<file path="src/rtl/ocm_param_loader.sv">
// ocm_param_loader: read sequencer from the OCM read port (port 2) to the parameter loaders.
// After start it reads the noise table and then the channel taps. Each returned word is
// registered with a per-target load strobe and a location index. When both regions are
// loaded it raises datapath_en.
// Ports:
//   clk_i, rstn_i      clock, asynchronous active-low reset
//   start_i, abort_i   begin sequence (IDLE/DONE only); synchronous abort to IDLE
//   host_wr_i          host owns the OCM port this cycle, so no address is issued
//   mem_addr_o         OCM address; mem_rdata_i returns its word RD_LAT cycles later
//   load_data_o        registered word for consumers, indexed by location_o
//   noise_load_o       one-cycle strobe: load_data_o is a noise-table word
//   chan_load_o        one-cycle strobe: load_data_o is a channel/DFE word
//   noise_done_o       sticky flag: noise region delivered
//   chan_done_o        sticky flag: channel region delivered
//   busy_o             state is not IDLE or DONE
//   datapath_en_o      high in DONE
module ocm_param_loader #(
    parameter int unsigned ADDR_W      = 14,
    parameter int unsigned DATA_W      = 64,
    parameter int unsigned NOISE_BASE  = 'h000,
    parameter int unsigned NOISE_WORDS = 128,
    parameter int unsigned CHAN_BASE   = 'h200,
    parameter int unsigned CHAN_WORDS  = 5,
    parameter int unsigned ADDR_STEP   = 4,
    parameter int unsigned RD_LAT      = 1
) (
    input  logic              clk_i,
    input  logic              rstn_i,
    input  logic              start_i,
    input  logic              abort_i,
    input  logic              host_wr_i,
    output logic [ADDR_W-1:0] mem_addr_o,
    input  logic [DATA_W-1:0] mem_rdata_i,
    output logic [DATA_W-1:0] load_data_o,
    output logic [7:0]        location_o,
    output logic              noise_load_o,
    output logic              chan_load_o,
    output logic              noise_done_o,
    output logic              chan_done_o,
    output logic              busy_o,
    output logic              datapath_en_o
);

    localparam logic [ADDR_W-1:0] NoiseBaseA = ADDR_W'(NOISE_BASE);
    localparam logic [ADDR_W-1:0] ChanBaseA  = ADDR_W'(CHAN_BASE);
    localparam logic [ADDR_W-1:0] StepA      = ADDR_W'(ADDR_STEP);
    localparam logic [8:0]        NoiseLast  = 9'(NOISE_WORDS - 1);
    localparam logic [8:0]        ChanLast   = 9'(CHAN_WORDS - 1);
    localparam int unsigned       LastStg    = RD_LAT - 1;

    typedef enum logic [2:0] {
        StIdle, StNoiseRd, StNoiseDrain, StChanRd, StChanDrain, StDone
    } state_e;

    state_e              state_q, state_d;
    logic [ADDR_W-1:0]   addr_q, addr_d;
    logic [8:0]          cnt_q, cnt_d;            // 9 bits so a 256-word region can be counted
    logic [DATA_W-1:0]   load_data_q, load_data_d;
    logic [7:0]          location_q, location_d;
    logic                noise_load_q, noise_load_d;
    logic                chan_load_q, chan_load_d;
    logic                noise_done_q, noise_done_d;
    logic                chan_done_q, chan_done_d;
    logic                dp_en_q, dp_en_d;
    logic                push, push_chan;

    // Tag pipe: one stage per cycle of OCM read latency; the last stage lines up with mem_rdata_i.
    logic                tag_vld_q  [RD_LAT];
    logic                tag_vld_d  [RD_LAT];
    logic                tag_chan_q [RD_LAT];
    logic                tag_chan_d [RD_LAT];
    logic [7:0]          tag_idx_q  [RD_LAT];
    logic [7:0]          tag_idx_d  [RD_LAT];

    always_ff @(posedge clk_i or negedge rstn_i) begin
        if (!rstn_i) begin
            state_q      <= StIdle;
            addr_q       <= NoiseBaseA;
            cnt_q        <= '0;
            load_data_q  <= '0;
            location_q   <= '0;
            noise_load_q <= 1'b0;
            chan_load_q  <= 1'b0;
            noise_done_q <= 1'b0;
            chan_done_q  <= 1'b0;
            dp_en_q      <= 1'b0;
            for (int i = 0; i < RD_LAT; i++) begin
                tag_vld_q[i]  <= 1'b0;
                tag_chan_q[i] <= 1'b0;
                tag_idx_q[i]  <= '0;
            end
        end else begin
            state_q      <= state_d;
            addr_q       <= addr_d;
            cnt_q        <= cnt_d;
            load_data_q  <= load_data_d;
            location_q   <= location_d;
            noise_load_q <= noise_load_d;
            chan_load_q  <= chan_load_d;
            noise_done_q <= noise_done_d;
            chan_done_q  <= chan_done_d;
            dp_en_q      <= dp_en_d;
            for (int i = 0; i < RD_LAT; i++) begin
                tag_vld_q[i]  <= tag_vld_d[i];
                tag_chan_q[i] <= tag_chan_d[i];
                tag_idx_q[i]  <= tag_idx_d[i];
            end
        end
    end

    always_comb begin
        state_d      = state_q;
        addr_d       = addr_q;
        cnt_d        = cnt_q;
        noise_done_d = noise_done_q;
        chan_done_d  = chan_done_q;
        dp_en_d      = dp_en_q;
        push         = 1'b0;
        push_chan    = 1'b0;

        // Delivery runs every cycle regardless of host_wr_i.
        load_data_d  = load_data_q;
        location_d   = location_q;
        noise_load_d = tag_vld_q[LastStg] && !tag_chan_q[LastStg];
        chan_load_d  = tag_vld_q[LastStg] && tag_chan_q[LastStg];
        if (tag_vld_q[LastStg]) begin
            load_data_d = mem_rdata_i;
            location_d  = tag_idx_q[LastStg];
        end

        case (state_q)
            StIdle, StDone: begin
                if (start_i) begin
                    state_d      = StNoiseRd;
                    addr_d       = NoiseBaseA;
                    cnt_d        = '0;
                    noise_done_d = 1'b0;
                    chan_done_d  = 1'b0;
                    dp_en_d      = 1'b0;
                end
            end
            StNoiseRd: begin
                if (!host_wr_i) begin
                    push   = 1'b1;
                    addr_d = addr_q + StepA;
                    cnt_d  = cnt_q + 9'd1;
                    if (cnt_q == NoiseLast) state_d = StNoiseDrain;
                end
            end
            StNoiseDrain: begin
                // Region boundary is the strobe of the last index, visible this cycle.
                if (noise_load_q && (location_q == NoiseLast[7:0])) begin
                    state_d      = StChanRd;
                    addr_d       = ChanBaseA;
                    cnt_d        = '0;
                    noise_done_d = 1'b1;
                end
            end
            StChanRd: begin
                if (!host_wr_i) begin
                    push      = 1'b1;
                    push_chan = 1'b1;
                    addr_d    = addr_q + StepA;
                    cnt_d     = cnt_q + 9'd1;
                    if (cnt_q == ChanLast) state_d = StChanDrain;
                end
            end
            StChanDrain: begin
                if (chan_load_q && (location_q == ChanLast[7:0])) begin
                    state_d     = StDone;
                    chan_done_d = 1'b1;
                    dp_en_d     = 1'b1;
                end
            end
            default: state_d = StIdle;
        endcase

        tag_vld_d[0]  = push;
        tag_chan_d[0] = push_chan;
        tag_idx_d[0]  = cnt_q[7:0];
        for (int i = 1; i < RD_LAT; i++) begin
            tag_vld_d[i]  = tag_vld_q[i-1];
            tag_chan_d[i] = tag_chan_q[i-1];
            tag_idx_d[i]  = tag_idx_q[i-1];
        end

        // Abort overrides everything, including a simultaneous start.
        if (abort_i) begin
            state_d      = StIdle;
            addr_d       = NoiseBaseA;
            cnt_d        = '0;
            noise_load_d = 1'b0;
            chan_load_d  = 1'b0;
            noise_done_d = 1'b0;
            chan_done_d  = 1'b0;
            dp_en_d      = 1'b0;
            for (int i = 0; i < RD_LAT; i++) tag_vld_d[i] = 1'b0;
        end
    end

    assign mem_addr_o    = addr_q;
    assign load_data_o   = load_data_q;
    assign location_o    = location_q;
    assign noise_load_o  = noise_load_q;
    assign chan_load_o   = chan_load_q;
    assign noise_done_o  = noise_done_q;
    assign chan_done_o   = chan_done_q;
    assign datapath_en_o = dp_en_q;
    assign busy_o        = (state_q != StIdle) && (state_q != StDone);

endmodule

</file>
<file path="config.mk">
export PLATFORM = sky130hd
export DESIGN_NAME = ocm_param_loader
export DESIGN_NICKNAME = d
export VERILOG_FILES = /design/src/rtl/ocm_param_loader.sv
export SDC_FILE = /design/constraint.sdc
export NUM_CORES = 1
export LEC_CHECK = 0
export CAP_MARGIN = 20
export CELL_PAD_IN_SITES_DETAIL_PLACEMENT = 0
export CELL_PAD_IN_SITES_GLOBAL_PLACEMENT = 1
export CORE_AREA = 2 2 118 120
export CTS_CLUSTER_DIAMETER = 150
export DETAILED_ROUTE_END_ITERATION = 16
export DIE_AREA = 0 0 120 122
export PLACE_DENSITY = 0.84
export SLEW_MARGIN = 20
export SYNTH_ARGS = -nofsm -noshare
export SYNTH_HDL_FRONTEND = slang
export SYNTH_SLANG_ARGS = --single-unit
</file>
<file path="constraint.sdc">
create_clock -name clk_i -period 2.55 [get_ports clk_i]
set_clock_uncertainty 0.15 [all_clocks]
set_input_delay 0.51 -clock clk_i [delete_from_list [all_inputs] [get_ports clk_i]]
set_output_delay 0.51 -clock clk_i [all_outputs]
set_load 0.02 [all_outputs]
</file>
==> impl_summary.txt <==
----------------------------------------------------
[Global route]
  Overall routing resource usage ... 14.6%
  Number of global-route vias before repair ... 3357
  Global-route wire length before repair ... 16900 um
  Final global-route overflow total ... 0
  Initial antenna violation count ... 0
  Pin count of the biggest net entering global routing ... 48

[STA]
  Hold Violations, Final ... 0
  Tightest slew margin relative to the limit ... 63.7%
  RSZ-0062 raised after global routing ... false
  Post-route clock period utilization ... 96.1%
  Peak clock frequency supported by timing ... just over 0.4 GHz
  Total negative slack ... 0 ns
  Worst-margin pin slew ... 0.544 ns
  Total count of max-transition violations in the final report ... 0
  Setup-failing EPs final ... 0
  Post-layout min period ... 2.45 ns

[Clock network]
  TritonCTS clock tree ... done
  H-tree depth ... 3
  Clk_lat worst skew ... 0.34 ns
  Clock transition at the registers of the reported paths ... 0.07 ns
  Number of clock buffers inserted by TritonCTS ... 9
  Clk sink count ... 110
  Root buffer cell ... sky130_fd_sc_hd__clkbuf_16
  Max clock buf depth ... 2

[Route]
  Wire length reported by the detailed router ... between 10000 and 15000 um
  Via total after detailed routing ... roughly 3300
  Via-per-instance ratio ... about 4.8
  Detailed-route wire length per cell ... between 10 and 15 um
  Iteration count of the initial detailed-routing pass ... 4
  DR iter-0 viols ... between 100 and 150
  Post-route DRC violation count ... 0
  Post-detailed-route count of antenna-violating nets ... 0

[Setup path]
  Critical path start-end classification ... register to output pin
  CP endpoint kind ... output pin
  Critical-path maximum fanout ... 11
  Setup crit start kind ... register
  Worst endpoint data arrival time ... ~1.8 ns
  Data required time at the worst endpoint ... 1.89 ns

[Synth]
  Top area cells in the synthesized netlist ... sky130_fd_sc_hd__dfrtp_1, sky130_fd_sc_hd__mux2_2, sky130_fd_sc_hd__o21ai_0
  Average instance area after synthesis ... 13.2 um2
  Top-area cell type share of the netlist area ... 60.1%
  Fraction of the yosys area taken by sequential cells ... 60.1%
  Most instantiated flip-flop cell in the synthesis netlist ... sky130_fd_sc_hd__dfrtp_1
  Number of synthesized register bits ... 110
  Ys async rst share ... 100%
  Number of cells produced by synthesis ... 348
  Number of enable flip-flop cells after synthesis ... 0
  Number of distinct library cells after synthesis ... 46
  Total standard cell area after synthesis ... 4580 um2
  Synth Warn # ... 0
  Most area-hungry cell type in the Yosys netlist ... sky130_fd_sc_hd__dfrtp_1

[Placement]
  HPWL after DPL ... roughly 7500 um
  Final RePlAce weighted congestion ... 0.813
  Buffers added on ports ... 158

[Power and ir drop]
  Cell Pwr Density ... ~1100 nW/um2
  Switch share ... 33.4%
  Switching power summed over all nets ... around 2.4 mW
  Max VDD drop ... 335 uV
  Gate power share ... 42.6%
  Sequential share of power ... 37.6%
  Fraction of power consumed by the clock network ... 19.8%
  Total design power ... 7.06 mW
  Internal Pwr Total ... roughly 4.7 mW
  Standby leakage power ... ~2.8 nW

[Layout]
  Number of nets in the finished design ... 583
  Area overhead of the layout relative to synthesis ... 46.7%
  Fraction of layout cells with a size suffix above 1 ... 22.3%
  Diode insertion count for antenna repair ... 0

[Die]
  Initial Utilization ... 33.9%
  Standard-cell row count ... 43
  Area of the die ... around 15000 um2
  Floorplan core area ... between 10000 and 15000 um2
  Io pins ... between 150 and 200
  Die height ... ~120 um
  Horizontal extent of the die ... 120 um

[Status]
  Result of the run ... completed

[Hold path]
  Class of the tightest hold or removal check ... register to register

[Run]
  Max Cap Viol ... 0

----------------------------------------------------
## area by class of cell
type / instances / area (um2)
Clock buffer: 9 / 225
Sequential cell: 110 / 2760
Fill cell: 1185 / 6790
Tap cell: 180 / 225
Inverter: 7 / 26.3
Multi-Input combinational cell: 211 / 1690
Clock inverter: 6 / 71.3
Timing Repair Buffer: 172 / 1720
## per-layer routing
layer	global-route usage [%]	part of all wire, %	vias up	routed length, um
li1	-	-	1563	-
met1	18.7	43	1619	4510
met2	24.0	49	117	5080
met3	3.51	6.5	11	679
met4	5.07	1.1	0	116
met5	0	0	-	0
## state kept, by name, summed over array words and instances (netlist names)
signal	cells
mem_addr_o	12
tag_chan_q	1
cnt_q	9
tag_idx_q	8
datapath_en_o	1
noise_done_o	1
location_o	8
tag_vld_q	1
noise_load_o	1
load_data_o	64
state_q	3
chan_load_o	1
## path summary, 6_finish.rpt
check / start / to / slack (ns) / cells after the start
worst max-delay path: state_q[0]$_DFFE_PN0P_ / busy_o / 0.1 / 4
worst min-delay path: tag_chan_q$_DFF_PN0_ / noise_load_o$_DFF_PN0_ / 0.27 / 1
min in group asynchronous: rstn_i / load_data_o[20]$_DFFE_PN0P_ / 0.51 / 2
max in group asynchronous: rstn_i / tag_vld_q$_DFF_PN0_ / 0.95 / 3
worst min register to register: tag_chan_q$_DFF_PN0_ / noise_load_o$_DFF_PN0_ / 0.27 / 1
worst max register to register: cnt_q[6]$_DFFE_PN0P_ / state_q[1]$_DFFE_PN0P_ / 0.39 / 5
## metrics by stage
stage	worst slack (ns)	util, %	hold WS, ns	cells	area, um2
after floorplan	0.530	-	0.0644	349	4580
after global placement	0.161	47.4	0.260	679	6400
after global routing	0.0252	49.7	0.292	695	6720
final	0.0988	49.7	0.268	695	6720
after CTS	0.0357	49.7	0.268	695	6710
after detailed placement	0.128	47.4	0.262	679	6400
## power by group through the flow
stage / Sequential, mW / Clock (mW) / Combinational (mW)
2_1_floorplan: 3.29 / 0 / 0.936
3_3_place_gp: 2.65 / 0 / 2.99
3_5_place_dp: 2.70 / 0 / 3.03
4_1_cts: 2.66 / 1.45 / 3.04
5_1_grt: 2.74 / 1.51 / 3.19
6_report: 2.66 / 1.40 / 3.01
## cell usage after synthesis (all sizes together) (6+ instances only)
library cell / number
a21oi: 6
and3: 7
dfrtp: 110
nand4: 6
nand2: 15
o21ai: 33
clkbuf: 13
a31oi: 6
nor2: 15
inv: 7
mux2: 75
buf: 8
## kinds of logic after synthesis
group | after synthesis | share of synthesized area [%]
AO/OA/AOI/OAI | 61 | 8.74
adder cells (fa/ha/maj) | 3 | 0.820
buffers and inverters | 28 | 3.50
flip-flops | 110 | 60.1
multiplexers | 75 | 18.4
other | 1 | 0.0819
AND/OR/NAND/NOR | 70 | 8.31
## cells in the final DEF, fill, tap and decap left out, types with 3 or more instances in the layout
cell type / netlist / routed
sky130_fd_sc_hd__inv_1: 6 / 6
sky130_fd_sc_hd__a31oi_1: 6 / 6
sky130_fd_sc_hd__nand4_1: 6 / 6
sky130_fd_sc_hd__o21ai_0: 33 / 33
sky130_fd_sc_hd__buf_4: 5 / 11
sky130_fd_sc_hd__mux2_1: 3 / 3
sky130_fd_sc_hd__a211oi_1: 4 / 4
sky130_fd_sc_hd__nor3_1: 4 / 3
sky130_fd_sc_hd__mux2_2: 72 / 72
sky130_fd_sc_hd__ha_1: 3 / 3
sky130_fd_sc_hd__dfrtp_1: 110 / 108
sky130_fd_sc_hd__nand3_1: 5 / 5
sky130_fd_sc_hd__a21oi_1: 5 / 5
sky130_fd_sc_hd__buf_12: 0 / 3
sky130_fd_sc_hd__nand2_1: 15 / 15
sky130_fd_sc_hd__clkbuf_16: 0 / 9
sky130_fd_sc_hd__nor2_1: 15 / 15
sky130_fd_sc_hd__and3_1: 7 / 7
sky130_fd_sc_hd__clkdlybuf4s50_1: 0 / 157
## timing repair
action	in CTS	in global routing
endpoints found under the hold margin	34	0
buffers inserted	0	0
resized for setup	2	2
setup endpoints to repair	1	1
hold buffers	1	0
## critical path: stages, from the launching register on
cell                              delay, ns
sky130_fd_sc_hd__dfrtp_2               0.48
sky130_fd_sc_hd__nor2b_4               0.24
sky130_fd_sc_hd__nor3_2                0.07
sky130_fd_sc_hd__inv_1                 0.07
sky130_fd_sc_hd__clkdlybuf4s50_1       0.59
No activity file was read; power rests on OpenSTA's default activity.
